File: config.mk
export PLATFORM = sky130hd
export DESIGN_NAME = axi_bridge_tx_arbiter_flat
export DESIGN_NICKNAME = d
export VERILOG_FILES = /design/src/rtl/axi_bridge_pkg.sv /design/src/rtl/axi_bridge_tx_arbiter_if.sv /design/src/rtl/axi_bridge_rr_pick.sv /design/src/rtl/axi_bridge_tx_arbiter.sv /design/src/flat_wrapper.sv
export SDC_FILE = /design/constraint.sdc
export NUM_CORES = 1
export LEC_CHECK = 0
export ABC_AREA = 1
export CAP_MARGIN = 20
export CELL_PAD_IN_SITES_DETAIL_PLACEMENT = 1
export CELL_PAD_IN_SITES_GLOBAL_PLACEMENT = 1
export CORE_AREA = 2 2 241 243
export DETAILED_ROUTE_END_ITERATION = 16
export DIE_AREA = 0 0 243 245
export HOLD_SLACK_MARGIN = 0.06
export PLACE_DENSITY_LB_ADDON = 0.1
export SKIP_LAST_GASP = 1
export SLEW_MARGIN = 15
export SYNTH_ARGS = -nofsm -noshare
export SYNTH_HDL_FRONTEND = slang
export SYNTH_HIERARCHICAL = 1
export SYNTH_SLANG_ARGS = --single-unit
File: constraint.sdc
create_clock -name clk_i -period 6.4 [get_ports clk_i]
set_input_delay 1.6 -clock clk_i [delete_from_list [all_inputs] [get_ports clk_i]]
set_output_delay 1.6 -clock clk_i [all_outputs]
set_load 0.02 [all_outputs]
File: src/rtl/axi_bridge_pkg.sv
// Shared types for the Client-IF TX arbiter.
// Arbiter FSM states and counter widths.
package axi_bridge_pkg;

    typedef enum logic {
        ARB_IDLE,
        ARB_LOCK
    } arb_state_e;

    localparam int ARB_CNT_W = 32;
    localparam int WD_W      = 16;

endpackage

File: src/rtl/axi_bridge_tx_arbiter_if.sv
// Segment bundle between ingress sources, the arbiter and cl_tx.
// slave = arbiter view, master = source/sink driver view.
interface axi_bridge_tx_arbiter_if #(
    parameter int N_REQ   = 4,
    parameter int IF_W    = 64,
    parameter int TUSER_W = 16
);
    logic [N_REQ*IF_W-1:0]     req_data;
    logic [N_REQ*IF_W/8-1:0]   req_keep;
    logic [N_REQ*TUSER_W-1:0]  req_user;
    logic [N_REQ-1:0]          req_valid;
    logic [N_REQ-1:0]          req_sop;
    logic [N_REQ-1:0]          req_eop;
    logic [N_REQ-1:0]          req_ready;

    logic [IF_W-1:0]           cl_tx_data;
    logic [IF_W/8-1:0]         cl_tx_keep;
    logic [TUSER_W-1:0]        cl_tx_user;
    logic                      cl_tx_sop;
    logic                      cl_tx_eop;
    logic                      cl_tx_valid;
    logic                      cl_tx_ready;

    modport slave (
        input  req_data, req_keep, req_user,
        input  req_valid, req_sop, req_eop,
        output req_ready,
        output cl_tx_data, cl_tx_keep, cl_tx_user,
        output cl_tx_sop, cl_tx_eop, cl_tx_valid,
        input  cl_tx_ready
    );

    modport master (
        output req_data, req_keep, req_user,
        output req_valid, req_sop, req_eop,
        input  req_ready,
        input  cl_tx_data, cl_tx_keep, cl_tx_user,
        input  cl_tx_sop, cl_tx_eop, cl_tx_valid,
        output cl_tx_ready
    );
endinterface

File: src/rtl/axi_bridge_rr_pick.sv
// Rotating first-one picker: first set req bit at or after ptr.
// Purely combinational so the RX scheduler can reuse it.
module axi_bridge_rr_pick #(
    parameter int N = 4,
    localparam int IW = $clog2(N)
) (
    input  logic [N-1:0]  req,
    input  logic [IW-1:0] ptr,
    output logic [IW-1:0] gnt_idx,
    output logic          gnt_vld
);
    // Scan farthest-first so the nearest hit to ptr is the last write.
    always_comb begin
        gnt_idx = ptr;
        gnt_vld = 1'b0;
        for (int k = N - 1; k >= 0; k--) begin
            int s;
            s = int'(ptr) + k;
            if (s >= N) s = s - N;
            if (req[s]) begin
                gnt_idx = IW'(s);
                gnt_vld = 1'b1;
            end
        end
    end
endmodule

File: src/rtl/axi_bridge_tx_arbiter.sv
// Packet-atomic round-robin arbiter onto one Client-IF TX channel.
// Zero-latency mux; grants change only at packet boundaries.
module axi_bridge_tx_arbiter
    import axi_bridge_pkg::*;
#(
    parameter int N_REQ   = 4,
    parameter int IF_W    = 64,
    parameter int TUSER_W = 16,
    localparam int IDX_W  = $clog2(N_REQ)
) (
    input  logic                       clk_i,
    input  logic                       rst_ni,
    axi_bridge_tx_arbiter_if.slave     bus,
    input  logic                       arb_enable,
    input  logic [N_REQ-1:0]           req_mask,
    input  logic [15:0]                stall_thr,
    output logic [IDX_W-1:0]           stat_owner,
    output logic                       stat_busy,
    output logic [N_REQ*ARB_CNT_W-1:0] stat_pkt_cnt,
    output logic                       ev_err_stall,
    output logic                       ev_err_sop
);
    arb_state_e           state;
    logic [IDX_W-1:0]     rr_ptr;
    logic [IDX_W-1:0]     pick_idx;
    logic [IDX_W-1:0]     gnt_idx;
    logic [IDX_W-1:0]     nxt_ptr;
    logic                 pick_vld;
    logic                 gnt_vld;
    logic                 accept;
    logic                 owner_vld;
    logic [WD_W-1:0]      wd_cnt;
    logic [ARB_CNT_W-1:0] pkt_cnt [N_REQ];

    axi_bridge_rr_pick #(.N(N_REQ)) u_pick (
        .req     (bus.req_valid & req_mask),
        .ptr     (rr_ptr),
        .gnt_idx (pick_idx),
        .gnt_vld (pick_vld)
    );

    // Locked owner keeps the channel; otherwise the enabled winner.
    // Held in reset nothing is granted, so outputs drop at once.
    always_comb begin
        gnt_idx = pick_idx;
        gnt_vld = pick_vld & arb_enable;
        if (state == ARB_LOCK) begin
            gnt_idx = stat_owner;
            gnt_vld = 1'b1;
        end
        gnt_vld = gnt_vld & rst_ni;
    end

    // Zero-bubble pass-through of the granted source; zeros when idle.
    always_comb begin
        bus.cl_tx_data  = '0;
        bus.cl_tx_keep  = '0;
        bus.cl_tx_user  = '0;
        bus.cl_tx_sop   = 1'b0;
        bus.cl_tx_eop   = 1'b0;
        bus.cl_tx_valid = 1'b0;
        bus.req_ready   = '0;
        if (gnt_vld) begin
            bus.cl_tx_data  = bus.req_data[gnt_idx*IF_W +: IF_W];
            bus.cl_tx_keep  = bus.req_keep[gnt_idx*(IF_W/8) +: IF_W/8];
            bus.cl_tx_user  = bus.req_user[gnt_idx*TUSER_W +: TUSER_W];
            bus.cl_tx_sop   = bus.req_sop[gnt_idx];
            bus.cl_tx_eop   = bus.req_eop[gnt_idx];
            bus.cl_tx_valid = bus.req_valid[gnt_idx];
            bus.req_ready[gnt_idx] = bus.cl_tx_ready;
        end
    end

    assign accept    = bus.cl_tx_valid & bus.cl_tx_ready;
    assign owner_vld = bus.req_valid[stat_owner];
    assign nxt_ptr   = (gnt_idx == IDX_W'(N_REQ - 1)) ? '0
                                                      : gnt_idx + IDX_W'(1);
    assign stat_busy = (state == ARB_LOCK);

    // Boundary FSM, framing check and stall watchdog (never breaks lock).
    always_ff @(posedge clk_i or negedge rst_ni) begin
        if (!rst_ni) begin
            state        <= ARB_IDLE;
            rr_ptr       <= '0;
            stat_owner   <= '0;
            wd_cnt       <= '0;
            ev_err_stall <= 1'b0;
            ev_err_sop   <= 1'b0;
        end else begin
            ev_err_sop   <= accept & ((state == ARB_IDLE) ? ~bus.cl_tx_sop
                                                          : bus.cl_tx_sop);
            ev_err_stall <= 1'b0;
            if (accept) begin
                stat_owner <= gnt_idx;
                if (bus.cl_tx_eop) begin
                    state  <= ARB_IDLE;
                    rr_ptr <= nxt_ptr;
                end else begin
                    state  <= ARB_LOCK;
                end
            end
            if (state == ARB_LOCK && !owner_vld) begin
                if (wd_cnt != '1) begin
                    wd_cnt       <= wd_cnt + 1'b1;
                    ev_err_stall <= (stall_thr != '0) &&
                                    (wd_cnt + 16'd1 == stall_thr);
                end
            end else begin
                wd_cnt <= '0;
            end
        end
    end

    // Per-source completed-packet counters, free-running with wrap.
    always_ff @(posedge clk_i or negedge rst_ni) begin
        if (!rst_ni) begin
            for (int i = 0; i < N_REQ; i++) pkt_cnt[i] <= '0;
        end else if (accept && bus.cl_tx_eop) begin
            pkt_cnt[gnt_idx] <= pkt_cnt[gnt_idx] + 1'b1;
        end
    end

    for (genvar i = 0; i < N_REQ; i++) begin : g_stat
        assign stat_pkt_cnt[i*ARB_CNT_W +: ARB_CNT_W] = pkt_cnt[i];
    end
endmodule

File: src/flat_wrapper.sv
// flat-port wrapper written by rule: the top's interface ports become plain ports
module axi_bridge_tx_arbiter_flat import axi_bridge_pkg::*;
#(
    parameter int N_REQ   = 4,
    parameter int IF_W    = 64,
    parameter int TUSER_W = 16,
    localparam int IDX_W  = $clog2(N_REQ)
)
  (clk_i, rst_ni, arb_enable, req_mask, stall_thr, stat_owner, stat_busy, stat_pkt_cnt, ev_err_stall, ev_err_sop, bus_req_data, bus_req_keep, bus_req_user, bus_req_valid, bus_req_sop, bus_req_eop, bus_req_ready, bus_cl_tx_data, bus_cl_tx_keep, bus_cl_tx_user, bus_cl_tx_sop, bus_cl_tx_eop, bus_cl_tx_valid, bus_cl_tx_ready);
  axi_bridge_tx_arbiter_if #(.N_REQ(N_REQ), .IF_W(IF_W), .TUSER_W(TUSER_W)) bus_i ();
  input  logic clk_i;
  input  logic rst_ni;
  input  logic arb_enable;
  input  logic [N_REQ-1:0] req_mask;
  input  logic [15:0] stall_thr;
  output logic [IDX_W-1:0] stat_owner;
  output logic stat_busy;
  output logic [N_REQ*ARB_CNT_W-1:0] stat_pkt_cnt;
  output logic ev_err_stall;
  output logic ev_err_sop;
  input wire logic [$bits(bus_i.req_data)-1:0] bus_req_data;
  input wire logic [$bits(bus_i.req_keep)-1:0] bus_req_keep;
  input wire logic [$bits(bus_i.req_user)-1:0] bus_req_user;
  input wire logic [$bits(bus_i.req_valid)-1:0] bus_req_valid;
  input wire logic [$bits(bus_i.req_sop)-1:0] bus_req_sop;
  input wire logic [$bits(bus_i.req_eop)-1:0] bus_req_eop;
  output wire logic [$bits(bus_i.req_ready)-1:0] bus_req_ready;
  output wire logic [$bits(bus_i.cl_tx_data)-1:0] bus_cl_tx_data;
  output wire logic [$bits(bus_i.cl_tx_keep)-1:0] bus_cl_tx_keep;
  output wire logic [$bits(bus_i.cl_tx_user)-1:0] bus_cl_tx_user;
  output wire logic [$bits(bus_i.cl_tx_sop)-1:0] bus_cl_tx_sop;
  output wire logic [$bits(bus_i.cl_tx_eop)-1:0] bus_cl_tx_eop;
  output wire logic [$bits(bus_i.cl_tx_valid)-1:0] bus_cl_tx_valid;
  input wire logic [$bits(bus_i.cl_tx_ready)-1:0] bus_cl_tx_ready;
  assign bus_i.req_data = bus_req_data;
  assign bus_i.req_keep = bus_req_keep;
  assign bus_i.req_user = bus_req_user;
  assign bus_i.req_valid = bus_req_valid;
  assign bus_i.req_sop = bus_req_sop;
  assign bus_i.req_eop = bus_req_eop;
  assign bus_req_ready = bus_i.req_ready;
  assign bus_cl_tx_data = bus_i.cl_tx_data;
  assign bus_cl_tx_keep = bus_i.cl_tx_keep;
  assign bus_cl_tx_user = bus_i.cl_tx_user;
  assign bus_cl_tx_sop = bus_i.cl_tx_sop;
  assign bus_cl_tx_eop = bus_i.cl_tx_eop;
  assign bus_cl_tx_valid = bus_i.cl_tx_valid;
  assign bus_i.cl_tx_ready = bus_cl_tx_ready;
  axi_bridge_tx_arbiter #(.N_REQ(N_REQ), .IF_W(IF_W), .TUSER_W(TUSER_W)) u_core (.clk_i(clk_i), .rst_ni(rst_ni), .bus(bus_i), .arb_enable(arb_enable), .req_mask(req_mask), .stall_thr(stall_thr), .stat_owner(stat_owner), .stat_busy(stat_busy), .stat_pkt_cnt(stat_pkt_cnt), .ev_err_stall(ev_err_stall), .ev_err_sop(ev_err_sop));
endmodule
# --- Word-level counts from Yosys, hierarchy flattened ---
# Cells that the tools add are included.
word_totals:
  input_bits: 388
  register_bits: 151
  output_inout_bits: 228
op_classes:
  eq_ne: 4
  muxes: 56
  n_bitwise: 8
  order_cmp: 13
  addsub: 10
  n_shift: 3
  n_reduce_logical: 8
ops:
  columns: ["operator", "count"]
  rows:
  - ["$shiftx A256 B9 Y64", 1]
  - ["$mux W32", 7]
  - ["$bwmux W128", 1]
  - ["$lt A32 B4 Y1 const B", 4]
  - ["$bmux W32 S2", 1]
  - ["$demux W32 S2", 1]
  - ["$mux W64", 1]
  - ["$shiftx A64 B7 Y16", 1]
  - ["$mux W16", 3]
  - ["$add A32 B1 Y32 const B", 1]
  - ["$ge A32 B4 Y1 const B", 1]
  - ["$shiftx A32 B6 Y8", 1]
  - ["$sub A32 B4 Y32 const B", 1]
  - ["$mux W1", 25]
  - ["$add A16 B1 Y16 const B", 1]
  - ["$bmux W1 S2", 8]
  - ["$eq A16 B16 Y1", 1]
  - ["$ne A16 B16 Y1 const B", 1]
  - ["$reduce_bool A16 Y1", 1]
  - ["$mux W2", 6]
  - ["$ge A3 B3 Y1 const B", 3]
  - ["$and A4 B4 Y4", 2]
  - ["$mux W8", 1]
  - ["$sub A3 B3 Y4 const B", 2]
  - ["18 further kinds", 27]

# --- Longest topological paths before layout ---
# Gate-level depths: netlist of the first run.
logic_depth:
  word_depth: 17
  ltp_mapped: 29
  ltp_nobuf: 28

# --- Modules after synthesis ---
# The synthesis of the first run kept the hierarchy.
modules_own_cells:
  columns: ["mod", "area_per_inst_um2", "cells_per_inst", "n_inst", "seq_area_each_um2"]
  rows:
  - ["axi_bridge_tx_arbiter", 11984.0, 1978, 1, 3778.6]
  - ["axi_bridge_rr_pick", 234.0, 53, 1, 0.0]

# --- Worst setup path after synthesis of the first run ---
# OpenSTA, ideal clock, no wires.
synth_path:
  kind: "in2out"
  startpoint: "input req_mask[1]"
  endpoint: "output bus_req_ready[3]"
  path_slack_ps: 869
  path_stages: 21
  t_arrival_ps: 3931
  t_required_ps: 4800
  path_cell_list: "nand2_1 > inv_1 > inv_1 > nand2_1 > nand3_1 > nand2_1 > inv_1 > nand2_1 > nand2_1 > nand3_1 > nand2_1 > nand2_4 > nand2_2 > buf_6 > buf_6 > buf_2 > clkbuf_1 > clkbuf_1 > ha_1 > inv_1 > nor2_1"
synth_between:
  elab_chain_cells: 15
  elab_cells_between_ends: 32
synth_rtl:
  columns: ["element", "line_no", "text"]
  rows:
  - ["start, declared", "flat_wrapper.sv:14", "input logic [N_REQ-1:0] req_mask;"]
  - ["$and A4 B4 Y4 (*)", "axi_bridge_tx_arbiter.sv:36", ".req (bus.req_valid & req_mask),"]
  - ["$bmux W1 S2", "axi_bridge_rr_pick.sv:20", "if (req[s]) begin"]
  - ["$mux W1 (implied by the code) (2 in series)", "axi_bridge_rr_pick.sv:20", null]
  - ["$mux W2 (3 in series)", "axi_bridge_rr_pick.sv:20", null]
  - ["$mux W2 (*)", "axi_bridge_rr_pick.sv:20", null]
  - ["via u_core.pick_idx[0]", "axi_bridge_tx_arbiter.sv:25", "logic [IDX_W-1:0] pick_idx;"]
  - ["$mux W2 (*)", "axi_bridge_tx_arbiter.sv:47", "if (state == ARB_LOCK) begin"]
  - ["via u_core.gnt_idx[0]", "axi_bridge_tx_arbiter.sv:26", "logic [IDX_W-1:0] gnt_idx;"]
  - ["$lt A2 B3 Y1 (implied by the code) / $ge A2 B1 Y1 (equally long branches)", "axi_bridge_tx_arbiter.sv:70", "bus.req_ready[gnt_idx] = bus.cl_tx_ready;"]
  - ["$logic_and A1 B1 Y1 (implied by the code)", "axi_bridge_tx_arbiter.sv:70", null]
  - ["$mux W1 (implied by the code)", "axi_bridge_tx_arbiter.sv:70", null]
  - ["$demux W1 S2 (*)", null, null]
  - ["$and A4 B4 Y4 (no line) (*)", null, null]
  - ["$mux W4 (*)", "axi_bridge_tx_arbiter.sv:63", "if (gnt_vld) begin"]
  - ["end, declared", "flat_wrapper.sv:27", "output wire logic [$bits(bus_i.req_ready)-1:0] bus_req_ready;"]
# The timed path passes the listed nets; every way through them passes the cells marked *. The select of a mux whose other input is x is not followed.

# --- Worst setup path in the final report of the first run ---
layout_path:
  startpoint: "input bus_req_valid[1]"
  endpoint: "output bus_cl_tx_data[46]"
layout_between:
  elab_cells_between_ends: 27
layout_lines:
  columns: ["element", "line_no", "text"]
  rows:
  - ["start, declared", "flat_wrapper.sv:24", "input wire logic [$bits(bus_i.req_valid)-1:0] bus_req_valid;"]
  - ["$and A4 B4 Y4 (*)", "axi_bridge_tx_arbiter.sv:36", null]
  - ["$bmux W1 S2", "axi_bridge_rr_pick.sv:20", null]
  - ["$mux W1 (implied by the code) (2 in series)", "axi_bridge_rr_pick.sv:20", null]
  - ["$mux W2 (3 in series)", "axi_bridge_rr_pick.sv:20", null]
  - ["$mux W2 (*)", "axi_bridge_rr_pick.sv:20", null]
  - ["via u_core.pick_idx[0]", "axi_bridge_tx_arbiter.sv:25", null]
  - ["$mux W2 (*)", "axi_bridge_tx_arbiter.sv:47", null]
  - ["$shiftx A256 B9 Y64 (*)", "axi_bridge_tx_arbiter.sv:64", "bus.cl_tx_data = bus.req_data[gnt_idx*IF_W +: IF_W];"]
  - ["$mux W64 (*)", "axi_bridge_tx_arbiter.sv:63", null]
  - ["end, declared", "flat_wrapper.sv:28", "output wire logic [$bits(bus_i.cl_tx_data)-1:0] bus_cl_tx_data;"]
# Marks and branches as above.

==> impl_metrics.json, run 1 <==
{
  "yosys.cell_count.top_type": "nand2_1",
  "ys_seq_elements": 151,
  "fin_area_mm2": 0.0203,
  "cp_data_required_time_ns": 4.80,
  "ant_nets": 0,
  "seq_area_frac_synth_pct": 30.9,
  "muxShareOfSynthArea_pct": 0,
  "place_congestion": 0.909,
  "tns_ns": 0,
  "wire_per_inst_um": 22.8,
  "crit_slowest_cell": "clkdlybuf4s50_1",
  "startpoint_type": "primary input",
  "p_switching_w": 0.00621,
  "postCtsHoldBufs": 0,
  "drc": 0,
  "hp-class": "register to register",
  "critPathMaxStageDelay_ns": 0.62,
  "critPathBufInv": 8,
  "sequentialPowerShare_pct": 14.4,
  "ff_latch_area_mm2": 0.00378,
  "yosysTopAreaCellShare_pct": 30.9,
  "ios": 616,
  "maxSlewHeadroom_pct": 35.0,
  "synth_area_leaders": "dfrtp_1 31%, nand2_1 14%, nor2_1 13%, o21ai_0 10%, nand3_1 8.9%",
  "first_iter_violations": 745,
  "hold_viol_final": 0,
  "fin_crit_sh_pct": 98.9,
  "synth_top_area_cell": "dfrtp_1",
  "leakagePower_nw": 9.74,
  "initial_core_util_pct": 21.4,
  "cp.arrival_ns": 4.73,
  "synth_common_cells": "467 x nand2_1, 425 x nor2_1, 243 x o21ai_0",
  "synth-simple-area-share_pct": 40.3,
  "die_h_um": 245,
  "port_buffers": 615,
  "num-fill-cells": 7259,
  "syn_nets": 2425,
  "fin_crit_ns": 6.33,
  "avgSynthCellArea_um2": 6.02,
  "crit_top_cell": "nand2_1",
  "chipWidth_um": 243,
  "critPathCaptureType": "output port",
  "post_layout_nonfiller_instances": 3394,
  "num_vias": 16000,
  "total_power_w": 0.0113,
  "synth.distinct_cells": 38,
  "synthCells": 2031,
  "crit_chain": "clkdlybuf4s50_1 -> nand2_1 -> inv_1 -> inv_1 -> o21ai_1 -> nand2_1 -> nand2_1 -> inv_2 -> nand2_1 -> nand2_1 -> nand2_1 -> nand2_1 -> inv_1 -> nand2_2 -> nand2_8 -> buf_12 -> buf_12 -> nor2_1 -> nor2_1 -> o21ai_0 -> a21oi_1 -> clkdlybuf4s50_1",
  "synth_edf_count": 0,
  "synth_top_family_by_area": "simple AND/OR/NAND/NOR gates",
  "powerDensity_mw_per_mm2": 558,
  "grt_max_degree": 66,
  "multi_input_area_mm2": 0.00720,
  "power_frac_clock_pct": 9.4,
  "fmax_ghz": 0.158,
  "cts_tree": "yes",
  "placed_area_mm2": 0.0195,
  "place_hpwl_um": 60000,
  "cts_buffers": 17,
  "die_area_mm2": 0.0595,
  "synth_compound_area_share_pct": 15.3,
  "dr.pass1.iters": 4,
  "crit_fanout": 21,
  "fin_nets": 3001,
  "root_buffer": "clkbuf_16",
  "cts_sinks": 151,
  "grt_pass1_vias": 16700,
  "grt_use_total_pct": 25.3,
  "slew_viol_final": 0,
  "grt_pass1_wl_um": 113000,
  "maxCapViolCount": 0,
  "peakVddDrop_mv": 0.212,
  "finalHoldWorstSlack_ns": 0.514,
  "setup_viol": 0,
  "outcome": "finished, final reports clean",
  "clk_latency_ns": 0.45,
  "viasPerCell": 4.70,
  "synthAdderAreaFrac_pct": 0.614,
  "synthXorXnorAreaFrac_pct": 2.30,
  "placed_cells": 3353,
  "wl_um": 77500,
  "clockBufferDepth": 2,
  "fp.coreArea_mm2": 0.0570,
  "drive_gt1_share_pct": 6.30,
  "synth_top_flop_cell": "dfrtp_1",
  "overflow": 0,
  "async_reset_ff_share_pct": 100,
  "worst_slew_pin_slew_ns": 0.975,
  "syn-cell-area_mm2": 0.0122,
  "power.internal_w": 0.00511,
  "critical_path_class": "primary input to output port",
  "clkTransAtPathRegs_ns": 0.06,
  "antenna_found_initial": 16,
  "crit_family": "buffers and inverters",
  "switching_share_pct": 54.9,
  "rows": 88,
  "power.share.combinational_pct": 76.2,
  "yosysWarnings": 6,
  "clock_skew_ns": 0.0161,
  "rsz0062_at_grt": "yes",
  "htreeDepth": 4,
  "area_delta_synth_final_pct": 66.0
}
## metal layers
metal / routed length [µm] / GRT usage [%]
met1: 32100 / 30.0
met3: 3560 / 4.38
met5: 69 / 0
met2: 40100 / 47.0
met4: 1600 / 6.44
## worst reg2reg max path, delay by kind of cell, from the launching register on
kind | cells | cell delay, ns
flip-flops | 1 | 0.57
AND/OR/NAND/NOR | 14 | 1.67
buffers and inverters | 6 | 1.25
AO/OA/AOI/OAI | 3 | 0.56
adder cells (fa/ha/maj) | 1 | 0.25
## sequential cells by signal, indices dropped and copies added (netlist names)
name / count
u_core/ev_err_sop: 1
u_core/wd_cnt: 16
u_core/stat_busy: 1
u_core/rr_ptr: 2
u_core/stat_owner: 2
u_core/ev_err_stall: 1
u_core/stat_pkt_cnt: 128
## power by group through the flow
stage | registers [W] | clock network, W | logic [W]
floorplan | 0.00186 | 0 | 0.00461
global placement | 0.00165 | 0 | 0.00859
detailed placement | 0.00166 | 0 | 0.00870
CTS | 0.00164 | 0.00110 | 0.00875
global route | 0.00168 | 0.00113 | 0.00945
finish | 0.00163 | 0.00106 | 0.00863
## kinds of logic (layout without fill, tap and decap cells)
group                      after synthesis  after routing
and+or+nand+nor                       1173           1173
AOI/OAI and AO/OA                      363            363
buffers and inverters                  310            899
DFF                                    151            151
xor gates and xnor gates                28             28
adders and majority gates                6              6
other                                    0              9
## repair_timing
| item | 4_1_cts | 5_1_grt |
|---|---|---|
| gates cloned | 0 | 0 |
| setup endpoints to repair | 5 | 87 |
| setup buffers | 0 | 0 |
| hold endpoints to repair | 0 | 0 |
| gates resized for setup | 4 | 72 |
## stage by stage
| stage | setup slack, ns | utilization [%] |
|---|---|---|
| CTS | 0.000234 | 35.2 |
| global route | -0.178 | 35.6 |
| global placement | 0.00547 | 34.1 |
| floorplan | 0.869 | - |
| detailed placement | -0.0378 | 34.1 |
| finish | 0.0700 | 35.6 |
## worst paths after layout
path / startpoint / end / slack [ns] / cells past startpoint
max in group asynchronous: rst_ni / u_core/stat_pkt_cnt[49] / 3.25 / 3
worst min-delay path: u_core/stat_pkt_cnt[71] / u_core/stat_pkt_cnt[71] / 0.51 / 2
worst min register to register: u_core/stat_pkt_cnt[71] / u_core/stat_pkt_cnt[71] / 0.51 / 2
min in group asynchronous: rst_ni / u_core/stat_pkt_cnt[97] / 1.05 / 1
worst max-delay path: bus_req_valid[1] / bus_cl_tx_data[46] / 0.07 / 22
worst max register to register: u_core/rr_ptr[0] / u_core/stat_pkt_cnt[26] / 2.01 / 24
## cell usage in the layout (no fill, tap or decap), types with 3 or more instances in the layout
cell type	instances
o21bai_1	5
dfrtp_1	151
nor2_4	7
nand2_2	15
ha_1	6
nand2_1	465
nor2_1	425
o21ai_1	13
inv_2	8
buf_12	18
nand2_4	4
nand3_2	4
nand3_1	218
nor3_1	5
clkdlybuf4s50_1	535
buf_4	50
clkbuf_16	17
buf_6	5
a21oi_1	95
inv_1	179
xnor2_1	4
nand4_1	3
xor2_1	20
o21ai_0	242
inv_8	3
nand3b_1	13
diode_2	9
nor2_2	11
dlymetal6s2s_1	68
## layout make-up
cell class	count	share of cell area, %
Antenna cell	9	0.111
Tap cell	765	4.72
Clock buffer	21	2.27
Inverter	189	3.52
Timing Repair Buffer	678	34.6
Clock inverter	11	0.691
Sequential cell	151	18.6
Multi-Input combinational cell	1570	35.5
No activity file was read; power rests on OpenSTA's default activity.
==> run 2: changes to the inputs <==
CORE_AREA = 2 2 243 245   (was 2 2 241 243)
CTS_CLUSTER_DIAMETER = 200   (was unset)
DIE_AREA = 0 0 245 247   (was 0 0 243 245)
DONT_BUFFER_PORTS = 1   (was unset)
MAX_ROUTING_LAYER = met4   (was unset)
==> run 2 against run 1 <==
Compared with the run above: die area increased by 1.6%; clock power is essentially flat; first-iteration DRC count shrank 5.5%; non-clock buffer count is 600 lower; critical path type unchanged; largest power group unchanged; highest routed layer is now met4.
==> impl_metrics.json, run 2 (synthesis gave the netlist of run 1 again) <==
{
  "outcome": "finished, final reports clean",
  "ff_latch_area_mm2": 0.00378,
  "maxSlewHeadroom_pct": 43.3,
  "overflow": 0,
  "htreeDepth": 4,
  "initial_core_util_pct": 21.0,
  "placed_area_mm2": 0.0134,
  "sequentialPowerShare_pct": 21.0,
  "hold_viol_final": 0,
  "first_iter_violations": 704,
  "clock_skew_ns": 0.0144,
  "worst_slew_pin_slew_ns": 0.850,
  "finalHoldWorstSlack_ns": 0.565,
  "rsz0062_at_grt": "no",
  "hp-class": "register to register",
  "final_core_util_pct": 24.0,
  "cts_tree": "yes",
  "reg2reg_slack_ns": 1.94,
  "critPathCaptureType": "output port",
  "root_buffer": "clkbuf_16",
  "place_congestion": 0.861,
  "setup_viol": 0,
  "post_cts_buffers": 0,
  "postCtsHoldBufs": 0,
  "port_buffers": 0,
  "num-fill-cells": 7408,
  "power.share.combinational_pct": 68.1,
  "fin_crit_ns": 5.91,
  "ios": 616,
  "powerDensity_mw_per_mm2": 707,
  "startpoint_type": "primary input",
  "fmax_ghz": 0.169,
  "multi_input_area_mm2": 0.00719,
  "layout_commonest_cell": "nand2_1",
  "final_cell_mix": "465 x nand2_1, 425 x nor2_1, 243 x o21ai_0",
  "leakagePower_nw": 6.43,
  "crit_slowest_cell": "nand2_8",
  "critical_path_class": "primary input to output port",
  "die_h_um": 247,
  "critPathMaxStageDelay_ns": 0.37,
  "fin_area_mm2": 0.0140,
  "num_vias": 13400,
  "tns_ns": 0,
  "hold_depth": 2,
  "place_hpwl_um": 53800,
  "grt_use_total_pct": 23.1,
  "viasPerCell": 4.79,
  "maxCapViolCount": 0,
  "fp.coreArea_mm2": 0.0582,
  "chipWidth_um": 245,
  "power.internal_w": 0.00385,
  "rows": 89,
  "cp.arrival_ns": 4.31,
  "fin_crit_sh_pct": 92.4,
  "clockBufferDepth": 2,
  "switching_share_pct": 61.1,
  "fin_nets": 2401,
  "clk_latency_ns": 0.49,
  "area_delta_synth_final_pct": 14.6,
  "crit_chain": "nand2_1 -> inv_1 -> inv_1 -> o21ai_1 -> nand2_1 -> nand2_1 -> inv_2 -> nand2_1 -> nand2_1 -> nand2_1 -> nand2_1 -> inv_1 -> nand2_2 -> nand2_8 -> buf_12 -> buf_4 -> nor2_1 -> nor2_1 -> o21ai_0 -> a21oi_1 -> buf_4",
  "cts_sinks": 151,
  "crit_fanout": 50,
  "wl_um": 70200,
  "cp_data_required_time_ns": 4.80,
  "wire_per_inst_um": 25.0,
  "grt_pass1_wl_um": 98600,
  "largest_reg_flops": 128,
  "grt_pass1_vias": 13600,
  "p_switching_w": 0.00605,
  "die_area_mm2": 0.0605,
  "drive_gt1_share_pct": 8.42,
  "crit_top_cell": "nand2_1",
  "dr.pass1.iters": 5,
  "cts_buffers": 17,
  "drc": 0,
  "peakVddDrop_mv": 0.367,
  "total_power_w": 0.00990,
  "r2r_cells": 19,
  "antenna_found_initial": 25,
  "ant_nets": 0,
  "clkTransAtPathRegs_ns": 0.07,
  "power_frac_clock_pct": 10.9,
  "grt_max_degree": 154,
  "cts.repair.resized": 0,
  "slew_viol_final": 0
}
run 2: cell count changes in the layout (fill, tap and decap cells not counted), moves of 3 or more:
| cell | delta |
|---|---|
| buf_12 | -8 |
| buf_4 | +18 |
| buf_6 | -5 |
| clkdlybuf4s50_1 | -535 |
| diode_2 | +5 |
| dlymetal6s2s_1 | -68 |
| inv_8 | -3 |
run 2: layer usage:
| layer | track usage (%) | share of wire (%) | vias to the layer above |
|---|---|---|---|
| met4 | 8.05 | 1.8 | 0 |
| met1 | 25.0 | 38 | 6567 |
| met3 | 7.56 | 7.8 | 65 |
| met5 | - | 0 | - |
| met2 | 39.7 | 52 | 391 |
| li1 | - | - | 6424 |
run 2: per-stage QoR:
step                      worst slack (ns)  instances
after detailed placement             0.484       2761
final                                0.488       2806
after CTS                            0.472       2792
after global placement               0.541       2760
after global routing                 0.227       2806
after floorplan                      0.869       2031
run 2: power by group through the flow:
stage          Clock [W]  Sequential, W  Combinational [W]
2_1_floorplan          0        0.00186            0.00461
3_3_place_gp           0        0.00212            0.00667
3_5_place_dp           0        0.00212            0.00678
4_1_cts          0.00111        0.00210            0.00681
5_1_grt          0.00114        0.00213            0.00751
6_report         0.00108        0.00208            0.00674
run 2: final cells by class:
| class | count | share of cell area (%) |
|---|---|---|
| inverters | 189 | 5.10 |
| clock buffers | 21 | 3.43 |
| clock inverters | 10 | 0.831 |
| flip-flops and latches | 151 | 27.0 |
| multi-input cells | 1570 | 51.4 |
| repair buffers | 78 | 5.08 |
| well taps | 773 | 6.91 |
| diodes | 14 | 0.250 |
run 2: worst max-delay path: cells and delay by family:
kind / cells / cell delay (ns)
AO/OA/AOI/OAI: 3 / 0.51
buffers and inverters: 7 / 0.87
AND/OR/NAND/NOR: 11 / 1.27
run 2: worst paths after layout:
check / startpoint / endpoint
max reg2reg: u_core/rr_ptr[0] / u_core/stat_pkt_cnt[94]
max in group asynchronous: rst_ni / u_core/stat_pkt_cnt[63]
min in group asynchronous: rst_ni / u_core/stat_pkt_cnt[37]
min reg2reg: u_core/wd_cnt[1] / u_core/wd_cnt[1]
min: u_core/wd_cnt[1] / u_core/wd_cnt[1]
max: req_mask[1] / bus_cl_tx_data[10]
==> run 3: changes to the inputs <==
CORE_AREA = 2 2 240 242   (was 2 2 243 245)
DIE_AREA = 0 0 242 244   (was 0 0 245 247)
clock period = 6 ns   (was 6.4 ns; I/O delays follow)
==> run 3 against run 2 <==
Compared with the run above: sequential power is 6% higher; clock-buffer cell count fell by 2; die area down 2.4%; routed wire length rose by 3.7%; final area up 3.0%; sequential share of layout area down 0.78 points; clock skew down 0.00056 ns.
==> impl_metrics.json, run 3 (synthesis gave the netlist of run 1 again) <==
{
  "clock_skew_ns": 0.0139,
  "viasPerCell": 4.85,
  "outcome": "finished, final reports clean",
  "dr.pass1.iters": 5,
  "final_core_util_pct": 25.7,
  "final_cell_mix": "465 x nand2_1, 425 x nor2_1, 243 x o21ai_0",
  "maxCapViolCount": 0,
  "hp-class": "register to register",
  "drive_gt1_share_pct": 10.9,
  "placed_cells": 2801,
  "worst_slew_pin_slew_ns": 0.902,
  "finalHoldWorstSlack_ns": 0.548,
  "slew_viol_final": 0,
  "rsz0062_at_grt": "no",
  "place_hpwl_um": 56000,
  "port_buffers": 0,
  "clockBufferDepth": 2,
  "critical_path_class": "primary input to output port",
  "area_delta_synth_final_pct": 18.0,
  "grt_pass1_wl_um": 103000,
  "leakagePower_nw": 6.73,
  "fmax_ghz": 0.179,
  "fin_crit_sh_pct": 93.2,
  "reg2reg_from": "u_core/rr_ptr[0]",
  "crit_fanout": 40,
  "initial_core_util_pct": 21.8,
  "cts_buffers": 17,
  "cp.arrival_ns": 4.09,
  "gr-max-usage-layer": "met2",
  "ant_nets": 0,
  "layout_commonest_cell": "nand2_1",
  "drc": 0,
  "grt_max_degree": 154,
  "wl_um": 72800,
  "setup.worst_path.start": "req_mask[1]",
  "num-fill-cells": 7126,
  "post_cts_buffers": 0,
  "post_layout_nonfiller_instances": 2844,
  "overflow": 0,
  "multi_input_area_mm2": 0.00719,
  "largest_reg_flops": 128,
  "clkTransAtPathRegs_ns": 0.06,
  "chipWidth_um": 242,
  "grt_use_met2_pct": 44.9,
  "num_vias": 13800,
  "root_buffer": "clkbuf_16",
  "min_from": "u_core/wd_cnt[1]",
  "rows": 87,
  "fin_crit_ns": 5.59,
  "cts_sinks": 151,
  "postCtsHoldBufs": 0,
  "grt_pass1_vias": 14200,
  "use_met3_pct": 6.49,
  "setup_viol": 0,
  "critPathCaptureType": "output port",
  "startpoint_type": "primary input",
  "place_congestion": 1.00,
  "wire_per_inst_um": 25.6,
  "peakVddDrop_mv": 0.235,
  "powerDensity_mw_per_mm2": 757,
  "total_power_w": 0.0109,
  "met1_usage_pct": 26.6,
  "maxSlewHeadroom_pct": 39.8,
  "grt_use_total_pct": 24.6,
  "cts.repair.resized": 0,
  "first_iter_violations": 604,
  "cp_data_required_time_ns": 4.50,
  "die_h_um": 244,
  "tns_ns": 0,
  "die_area_mm2": 0.0590,
  "hold_viol_final": 0,
  "cts_tree": "yes",
  "htreeDepth": 4,
  "ff_latch_area_mm2": 0.00378,
  "antenna_found_initial": 31,
  "ios": 616,
  "clk_latency_ns": 0.46,
  "fin_nets": 2458,
  "fp.coreArea_mm2": 0.0562
}
## run 3: cell count changes in the layout (fill, tap and decap cells not counted), sizes merged
cell | previous run | this run
clkinvlp | 2 | 3
clkbuf | 21 | 19
buf | 78 | 135
inv | 191 | 192
diode | 14 | 11
bufinv | 2 | 3
## run 3: through the flow
| stage | area, µm² | setup slack, ns |
|---|---|---|
| after floorplan | 12200 | 0.669 |
| after global placement | 13800 | 0.400 |
| final | 14400 | 0.409 |
| after detailed placement | 13800 | 0.394 |
| after global routing | 14400 | 0.130 |
| after CTS | 14400 | 0.384 |
## run 3: cell type report
type / count / share of cell area [%]
multi-input cells: 1570 / 49.9
flip-flops and latches: 151 / 26.2
repair buffers: 135 / 7.90
well taps: 756 / 6.56
inverters: 189 / 4.96
clock buffers: 19 / 3.07
clock inverters: 13 / 1.19
diodes: 11 / 0.191
## run 3: routing by layer
layer / part of all wire (%) / vias up
met5: 0 / -
met4: 1.8 / 0
met3: 6.6 / 69
met2: 53 / 422
met1: 39 / 6766
li1: - / 6530
## run 3: power by group
group          total (W)  internal, W  switching, W  leakage [nW]
Sequential       0.00221      0.00134      0.000870          1.96
Combinational    0.00751      0.00240       0.00511          4.48
Clock            0.00118     0.000672      0.000506         0.293
## run 3: worst max-delay path, stage by stage
cell     delay [ns]
nand2_1        0.05
inv_1          0.04
inv_1          0.09
nand2_1        0.08
nand3_1        0.12
nand2_1        0.08
inv_1          0.06
nand2_1        0.06
nand2_1        0.07
nand2_1        0.06
nand2_1        0.05
nand2_1        0.11
inv_1          0.09
nand2_2        0.16
nand2_8        0.36
buf_4          0.27
nor2_1         0.05
nor2_1         0.07
o21ai_0        0.09
a21oi_1        0.30
buf_4          0.28
## run 3: worst paths after layout
check | to | slack (ns) | cells after the start
min reg2reg | u_core/wd_cnt[1] | 0.55 | 2
max in group asynchronous | u_core/stat_pkt_cnt[94] | 5.04 | 0
min | u_core/wd_cnt[1] | 0.55 | 2
min in group asynchronous | u_core/stat_pkt_cnt[103] | 0.74 | 0
max | bus_cl_tx_sop | 0.41 | 21
max reg2reg | u_core/stat_pkt_cnt[86] | 1.66 | 21
